--- src/rtl/pipe_skid_reg.sv ---
// Two-entry pipeline stage with a skid buffer. It stalls on one bit of a shared
// stall vector and flushes all held entries on request.
module pipe_skid_reg #(
   parameter int DATA_W    = 75,
   parameter int STALL_W   = 6,
   parameter int STALL_BIT = 3
) (
   input  logic               clk,
   input  logic               rst,
   input  logic [STALL_W-1:0] stall_i,
   input  logic               flush_i,
   input  logic               in_valid,
   input  logic [DATA_W-1:0]  in_data,
   output logic               in_ready,
   output logic               out_valid,
   output logic [DATA_W-1:0]  out_data,
   input  logic               out_ready,
   output logic [1:0]         occupancy
);

   // Encoding doubles as the held-entry count.
   typedef enum logic [1:0] {
      ST_EMPTY = 2'd0,
      ST_FULL  = 2'd1,
      ST_SKID  = 2'd2
   } state_t;

   state_t              r_state, w_state_nx;
   logic [DATA_W-1:0]   r_main, r_skid, w_main_nx, w_skid_nx;
   logic                w_stall, w_accept, w_consume;
   logic                w_unused_stall;

   assign w_stall        = stall_i[STALL_BIT];
   assign w_unused_stall = ^stall_i;

   assign in_ready  = rst & (r_state != ST_SKID) & ~w_stall & ~flush_i;
   assign out_valid = (r_state != ST_EMPTY);
   assign out_data  = out_valid ? r_main : '0;
   assign occupancy = r_state;

   assign w_accept  = in_valid & in_ready;
   assign w_consume = out_valid & out_ready & ~w_stall;

   // Stall needs no branch of its own: it already gates accept and consume.
   always_comb begin
      w_state_nx = r_state;
      w_main_nx  = r_main;
      w_skid_nx  = r_skid;
      if (flush_i) begin
         w_state_nx = ST_EMPTY;
         w_main_nx  = '0;
         w_skid_nx  = '0;
      end else begin
         case (r_state)
            ST_EMPTY: begin
               if (w_accept) begin
                  w_state_nx = ST_FULL;
                  w_main_nx  = in_data;
               end
            end
            ST_FULL: begin
               if (w_accept && !w_consume) begin
                  w_state_nx = ST_SKID;
                  w_skid_nx  = in_data;
               end else if (w_consume && !w_accept) begin
                  w_state_nx = ST_EMPTY;
               end else if (w_accept && w_consume) begin
                  w_main_nx  = in_data;
               end
            end
            ST_SKID: begin
               if (w_consume) begin
                  w_state_nx = ST_FULL;
                  w_main_nx  = r_skid;
               end
            end
            default: begin
               w_state_nx = ST_EMPTY;
            end
         endcase
      end
   end

   always_ff @(posedge clk) begin
      if (!rst) begin
         r_state <= ST_EMPTY;
         r_main  <= '0;
         r_skid  <= '0;
      end else begin
         r_state <= w_state_nx;
         r_main  <= w_main_nx;
         r_skid  <= w_skid_nx;
      end
   end

endmodule

--- config.mk ---
export PLATFORM = sky130hd
export DESIGN_NAME = pipe_skid_reg
export DESIGN_NICKNAME = d
export VERILOG_FILES = /design/src/rtl/pipe_skid_reg.sv
export SDC_FILE = /design/constraint.sdc
export NUM_CORES = 1
export LEC_CHECK = 0
export BUFFER_PORTS_ARGS = -buffer_cell sky130_fd_sc_hd__buf_2
export CELL_PAD_IN_SITES_DETAIL_PLACEMENT = 1
export CELL_PAD_IN_SITES_GLOBAL_PLACEMENT = 2
export CORE_ASPECT_RATIO = 2
export CORE_UTILIZATION = 34
export DETAILED_ROUTE_END_ITERATION = 10
export GPL_ROUTABILITY_DRIVEN = 1
export PLACE_DENSITY_LB_ADDON = 0.1
export SYNTH_ARGS = -nofsm -noshare
export SYNTH_HDL_FRONTEND = slang
export SYNTH_SLANG_ARGS = --single-unit
--- constraint.sdc ---
create_clock -name clk -period 4.5 [get_ports clk]
set_input_delay 0.45 -clock clk [delete_from_list [all_inputs] [get_ports clk]]
set_output_delay 0.45 -clock clk [all_outputs]
set_load 0.1 [all_outputs]
==> Word-level counts from Yosys, hierarchy flattened <==
Cells that the tools add are included.
{ "op_classes": {"n_eq_ne": 9, "n_mux": 12, "n_bitwise": 9, "n_reduce_logical": 12} }
{ "ops": {"columns": ["cell", "count"], "rows": [
  ["$mux 75", 6],
  ["$pmux 75 s3", 1],
  ["$ne 2x2->1 const B", 6],
  ["$mux 2", 4],
  ["$and 1x1->1", 6],
  ["$pmux 2 s3", 1],
  ["$reduce_and 6->1", 1],
  ["$logic_and 1x1->1", 3],
  ["$ne 3x3->1 const B", 1],
  ["$not 1->1", 3],
  ["$reduce_and 3->1", 1],
  ["$reduce_bool 3->1", 1],
  ["$eq 2x1->1 const B", 1],
  ["$eq 2x2->1 const B", 1],
  ["$logic_not 1->1", 2],
  ["$logic_not 2->1", 1],
  ["$reduce_and 2->1", 1],
  ["$reduce_bool 2->1", 1],
  ["$reduce_or 2->1", 1]
]} }
{ "totals": {"register_bits": 152, "inputBits": 86, "out_inout_bits": 79, "word_cells": 45} }

==> Longest topological paths before layout <==
Gate-level depths: netlist of the first run.
{ "logic_depth": {"ltp_word": 10, "depth_mapped": 13, "ltp_nobuf": 8} }

==> Least setup slack after synthesis of the first run <==
Ideal clock, no wire load.
{ "synth_path": {"path_kind": "flip-flop to flip-flop", "startpoint": "reg r_state[0] (netlist: occupancy[0])", "endpoint": "reg r_main[0]", "setup_time_ps": 72, "arrival_time_ps": 5659, "t_required_ps": 4428, "slack_ps": -1231, "path_stages_with_launch": 14, "path_buffers": 6, "synth_period_minus_slack_ps": 5731, "path_cell_list": "dfxtp_1 > clkbuf_1 > nor2b_1 > clkbuf_1 > clkbuf_1 > nor3_1 > and2_1 > ha_1 > or4b_1 > a222oi_1 > buf_2 > buf_12 > buf_12 > mux2i_1"} }
{ "synth_between": {"elab_chain_cells": 9, "word_cells_on_any_way": 24, "classes_between": "eq/ne: 8; mux: 1; bitwise: 6; reduce/logical: 9"} }
{ "synth_rtl": {"columns": ["element", "line", "source"], "rows": [
  ["start: declaration", "28", "state_t r_state, w_state_nx;"],
  ["start signal: assignment", "90", "r_state <= w_state_nx;"],
  ["$ne 2x2->1 (*)", "36", "assign in_ready = rst & (r_state != ST_SKID) & ~w_stall & ~flush_i;"],
  ["$and 1x1->1 (*) (3 in series)", "36", null],
  ["named net in_ready", "14", "output logic in_ready,"],
  ["$and 1x1->1 (*)", "41", "assign w_accept = in_valid & in_ready;"],
  ["$logic_not 1->1", "65", "end else if (w_consume && !w_accept) begin"],
  ["$logic_and 1x1->1", "65", null],
  ["$ne 2x2->1 (no line)", null, null],
  ["$reduce_and 6->1 (no line) (*)", null, null],
  ["end signal: assignment", "91", "r_main <= w_main_nx;"],
  ["end: declaration", "29", "logic [DATA_W-1:0] r_main, r_skid, w_main_nx, w_skid_nx;"]
]} }
Mark *: on every way through the listed nets, which the timed path passes. The rest lies on a longest branch.
A chain may end at the register's enable or synchronous reset.

==> Worst setup path in the final report of the first run <==
{ "layout_path": {"startpoint": "reg r_state[0] (netlist: occupancy[0])", "endpoint": "reg r_main[61]"} }
{ "layout_between": {"elab_chain_cells": 9, "word_cells_on_any_way": 24, "classes_between": "eq/ne: 8; mux: 1; bitwise: 6; reduce/logical: 9"} }
{ "layout_rtl": {"columns": ["element", "line"], "rows": [
  ["$ne 2x2->1", "36"],
  ["$and 1x1->1 (3 in series)", "36"],
  ["$and 1x1->1", "41"],
  ["$logic_not 1->1", "65"],
  ["$logic_and 1x1->1", "65"],
  ["$ne 2x2->1 (no line)", null],
  ["$reduce_and 6->1 (no line)", null]
]} }
Parallel ways exist; a longest one is shown, timed or not.

==> results of run 1 <==
-- worst paths after layout --
check | start | to | slack, ns | cells after the start
setup / recovery | occupancy[0] | r_main[61] | 1.15 | 8
hold / removal | in_data[57] | r_skid[57] | 0.27 | 3
setup reg to reg | occupancy[0] | r_main[61] | 1.15 | 8
hold reg to reg | r_skid[25] | r_skid[25] | 0.45 | 2
-- registers in the layout, indices dropped and copies added (netlist names) --
register / cells
r_skid: 75
occupancy: 2
r_main: 75
-- per-layer routing --
| layer | up-vias | track usage | wire length [um] |
|---|---|---|---|
| met5 | - | 0 | 0 |
| met4 | 0 | 0.0752 | 371 |
| met3 | 22 | 0.0385 | 688 |
| met2 | 116 | 0.403 | 12400 |
| met1 | 3223 | 0.227 | 9250 |
| li1 | 3135 | - | - |
-- final cells by class --
type                    instances  area [um^2]
fillers                      2547        12200
multi-input cells             622         3860
flip-flops and latches        152         3050
repair buffers                170          928
clock buffers                  23          498
well taps                     269          337
clock inverters                 8          118
inverters                       3         11.3
-- power by group --
group	internal (W)	leakage (nW)	switching, W
combinational	0.0000597	1.68	0.0000991
clock	0.000940	0.305	0.000571
sequential	0.00135	1.23	0.00000504
total	0.00235	3.22	0.000675
-- critical path, stage by stage, from the launching register on --
cell	delay, ns
dfxtp_2	0.77
nor2_1	0.20
inv_2	0.10
nand2b_1	0.08
ha_1	0.24
or4b_1	0.51
a222oi_1	0.59
buf_12	0.43
mux2i_1	0.27
-- synth_stat cells --
master and number:
or3b_2 75, buf_2 1, nor2b_1 2, ha_1 3
o211ai_1 75, buf_1 5, and3b_1 1, nor2_1 2
dfxtp_1 152, nand2_1 226, or4bb_1 1, clkbuf_1 72
nor3_1 1, a21oi_1 75, buf_4 2, mux2i_1 75
o21ai_0 1, a222oi_1 1, and3_1 1, nand2b_1 3
and2_1 76, or4b_1 1, nand3b_1 1, buf_12 6
a22oi_1 2, inv_1 3
-- kinds of logic (layout without fill, tap and decap cells) --
group / count (synthesis) / after routing
AOI/OAI and AO/OA: 154 / 154
muxes: 75 / 75
DFF: 152 / 152
buffers and inverters: 89 / 204
adders and majority gates: 3 / 3
and+or+nand+nor: 390 / 390
-- metrics by stage --
step / cells / hold slack [ns] / worst slack [ns]
finish: 1247 / 0.269 / 1.15
global route: 1247 / 0.259 / 0.980
CTS: 1247 / 0.248 / 1.13
detailed placement: 1216 / 0.444 / 1.15
global placement: 1216 / 0.436 / 1.30
floorplan: 863 / 0.430 / 0.181
==> results.md, run 1 <==
* Status: finished clean
* Crit end category: flop
* DRT antenna net count at 0
* Die area at ~22000 um^2
* Largest family of logic cells by synthesized area: simple AND/OR/NAND/NOR gates
* CTS resizes at 0
* GP Congestion at 0.739
* CTS tree: yes
* Initial antenna violation count at 0
* Crit path required time at slightly below 5 ns
* Routed Wire Length at around 23 mm
* GRT Total Usage at 0.211
* PD cells at 344 nW/um^2
* Compound-gate portion of the synthesized area at 0.133
* Hold Buf Count CTS at 0
* Yosys top cell by area: dfxtp_1
* Multiplexer area fraction after synthesis at 0.103
* FMAX at 298 MHz
* Unrepaired setup endpoints after global routing: false
* First-pass GRT wire length at between 30 and 40 mm
* Fin area at 8800 um^2
* Share of cells above drive strength 1 at 0.289
* Clock latency at the later pin of the worst-skew pair at roughly 0.43 ns
* Die X at about 110 um
* Layout Nets at 1055
* Post-CTS Setup Bufs at 0
* CTS max path bufs at 2
* Drt pass-1 iters at 4
* Vias in the first global route at approximately 7000
* Util after Layout at 0.419
* Synthesis-to-layout area growth at 20.4%
* Clk_skew at 0.00724 ns
* Overflow after GRT at 0
* Commonest non-fill, non-tap cells in the layout: nand2_1 (226), buf_2 (159), dfxtp_1 (150)
* Clock slew at reported path FFs at around 0.060 ns
* Top cells by area, synth: dfxtp_1 (42%), nand2_1 (12%), mux2i_1 (10%)
* Iter 0 DRT Violations at roughly 180
* Netlist cell types at 26
* Worst-margin pin slew at 1.05 ns
* Final Max Slew Viols at 0
* Final hold vios at 0
* Endpoints failing setup at 0
* Initial Util at 0.348
* Drt wl/cell at 18.2 um
* Post-synthesis simple-gate area fraction at 0.283
* Largest driver fanout on the critical path at 57
* Mapped Area at ~7300 um^2
* Seq cells post-synth at about 150
* CP Launch Type: flop
* HPWL Detailed at 13.6 mm
* Peak supply drop at 205 uV
* Setup CP Type: reg -> reg
* Synth top area share at 0.416
* Tcrit/Tclk final at 0.745
* Num rows at between 70 and 80
* Synth Instances at 863
* Vias at ~6500
* Core area at 21000 um^2
* Max-cap violations at 0
* Clock sink count at 152
* P_leak at 3.22 nW
* Hold Crit Class: in -> reg
* Fin Setup TNS at 0 ns
* Post-route DRC violation count at 0
* CP arrival at 3.70 ns
* CTS buffer count at 17
* Commonest non-fill, non-tap cell in the layout: nand2_1
* I/O Buffers at 159
* Adder-Cell Fraction of Synth Area at 0.00514
* H-tree depth at 4
* Final min period at ~3.4 ns
* Placed inst area at 8180 um^2
* ANT cells at 0
* Via/cell ratio at 5.21
* Synth warn at 0
* Power, Total at approximately 0.003 W
* Ports at 165
* Synth Net Count at roughly 950
* Largest net degree at the start of global routing at 152
* Root buf cell: clkbuf_16
* Mean Syn Cell Area at approximately 8.5 um^2
* Chip height at roughly 210 um
* Post-Synth XOR/XNOR Area at 0
* Register area share after synthesis at 0.416
* Slew headroom at 0.301
Note: power is estimated with default switching activity, not from simulation.
==> run 2: changes to the inputs <==
- CORE_UTILIZATION: 34 -> 32
- clock period: 4.5 -> 3.4 ns (I/O delays scaled with it)
==> run 2 against run 1 <==
  * Register-to-register slack got worse by 0.73 ns
  * First-iteration DRC count decreased by 4.4%
  * Critical path depth unchanged
  * Power rose by 30%
  * Critical path type unchanged
  * Largest cell class unchanged
==> results.md, run 2 (synthesis results as in run 1) <==
* Dpl cells at 1227 (+0.90%)
* Grt met3 use at 0.0405 (+0.00196)
* Clk pwr share at 0.488 (-0.011)
* Initial Util at 0.328 (-0.0193)
* Final min period at 2.98 ns (-0.374 ns)
* DRT antenna net count at 0 (unchanged)
* CP arrival at 3.34 ns (-0.36 ns)
* Largest driver fanout on the critical path at 45 (-21%)
* Hold Buf Count CTS at 0 (unchanged)
* Crit end category: flop
* ANT cells at 0 (unchanged)
* CTS tree: yes
* Met2 Use GR at 0.369 (-0.0338)
* H-tree depth at 4 (unchanged)
* Combinational Power Share at 0.054 (+0.002)
* Synthesis-to-layout area growth at 20.8%
* Hold Crit Class: in -> reg
* CTS max path bufs at 2 (unchanged)
* CP Launch Type: flop
* Via/cell ratio at 5.06 (-2.9%)
* P_leak at 3.23 nW (+0.31%)
* Crit path required time at 3.76 ns (-1.09 ns)
* Largest net degree at the start of global routing at 152 (unchanged)
* Post-route DRC violation count at 0 (unchanged)
* Psw at 0.000894 W (+32%)
* CTS buffer count at 17 (unchanged)
* Vias in the first global route at 6648 (-7.2%)
* Unrepaired setup endpoints after global routing: false
* Num rows at 77 (+2.7%)
* Clock latency at the later pin of the worst-skew pair at 0.43 ns (about the same)
* Reg power frac at 0.458 (+0.009)
* Drt wl/cell at 17.7 um (-3.0%)
* Commonest non-fill, non-tap cells in the layout: nand2_1 (226), buf_2 (159), dfxtp_1 (150)
* Slack of the critical path at 0.421 ns (-0.726 ns)
* GRT Total Usage at 0.198 (-0.0133)
* Chip height at 216 um (+3.0%)
* Post-CTS Setup Bufs at 0 (unchanged)
* Slew headroom at 0.313 (+0.0126)
* Most used routing layer: met2
* Drt pass-1 iters at 4 (unchanged)
* Clk_skew at 0.00478 ns (-0.00246 ns)
* Finished Layout Cells at 1258 (+0.88%)
* WHS Path Cells at 3 (unchanged)
* Tcrit/Tclk final at 0.876 (+0.131)
* Final Max Slew Viols at 0 (unchanged)
* PD cells at 445 nW/um^2 (+29%)
* Clock slew at reported path FFs at 0.06 ns (about the same)
* Commonest non-fill, non-tap cell in the layout: nand2_1
* Initial antenna violation count at 1 (+1)
* Ports at 165 (unchanged)
* Max-cap violations at 0 (unchanged)
* Die area at 23500 um^2 (+6.2%)
* FMAX at 336 MHz (+13%)
* Layout Nets at 1059 (+0.38%)
* Hold WS at 0.150 ns (-0.119 ns)
* Endpoints failing setup at 0 (unchanged)
* Final hold vios at 0 (unchanged)
* Fin area at 8830 um^2 (+0.34%)
* Sw frac at 0.228 (+0.00454)
* GP Congestion at 0.685 (-7.3%)
* Vias at 6360 (-2.1%)
* Die X at 109 um (+3.0%)
* Util after Layout at 0.397 (-0.0219)
* Placed inst area at 8250 um^2 (+0.84%)
* Overflow after GRT at 0 (unchanged)
* Met1 Track Usage GR at 0.214 (-0.0126)
* I/O Buffers at 159 (unchanged)
* CTS resizes at 0 (unchanged)
* Iter 0 DRT Violations at 173 (-4.4%)
* Int Power at 0.00303 W (+29%)
* Worst-margin pin slew at 1.03 ns (-0.0158 ns)
* Share of cells above drive strength 1 at 0.291 (+0.00188)
* Core area at 22300 um^2 (+5.9%)
* Status: finished clean
* Clock sink count at 152 (unchanged)
* Setup CP Type: reg -> reg
* Routed Wire Length at 22.2 mm (-2.1%)
* Reg2Reg Depth at 8 (unchanged)
* Peak supply drop at 275 uV (+34%)
* First-pass GRT wire length at 35.3 mm (-3.4%)
* Worst slack at placement at 0.393 ns (-0.755 ns)
* Root buf cell: clkbuf_16
* HPWL Detailed at 12.7 mm (-6.5%)
## run 2: final cells by class
class,count,area [um^2]
Clock buffer,21,450
Fill cell,2695,13400
Tap cell,276,345
Inverter,3,11.3
Multi-Input combinational cell,622,3860
Clock inverter,10,126
Timing Repair Buffer,174,983
Sequential cell,152,3050
## run 2: final timing paths
path | from | to | slack (ns)
worst max-delay path | occupancy[0] | r_main[28] | 0.42
worst max register to register | occupancy[0] | r_main[28] | 0.42
worst min register to register | r_skid[66] | r_skid[66] | 0.45
worst min-delay path | in_data[36] | r_skid[36] | 0.15
## run 2: power by group through the flow
stage / registers [W] / clock network (W) / logic (W)
after floorplan: 0.00184 / 0 / 0.000124
after global placement: 0.00184 / 0 / 0.000219
after detailed placement: 0.00184 / 0 / 0.000219
after CTS: 0.00180 / 0.00199 / 0.000220
after global routing: 0.00180 / 0.00205 / 0.000235
final: 0.00180 / 0.00192 / 0.000214
## run 2: stage by stage
step | total power [W] | TNS [ns]
2_1_floorplan | 0.00196 | -23.14
3_3_place_gp | 0.00206 | 0
3_5_place_dp | 0.00206 | 0
4_1_cts | 0.00400 | 0
5_1_grt | 0.00408 | 0
6_report | 0.00393 | 0
## run 2: layer usage
layer  up-vias  share of wire  routed length, um
met5         -        0.00045                 10
met4         2          0.013                295
met3        19          0.033                744
met2       112           0.54              12000
met1      3081           0.41               9140
li1       3146              -                  -
## run 2: worst max-delay path, cell delays in order, from the launching register on
cell and delay [ns]:
dfxtp_4 0.54, nor2b_4 0.08, nor3_4 0.23, and2_4 0.18, ha_1 0.12, or4b_1 0.44, a222oi_1 0.62, buf_12 0.42
mux2i_1 0.24
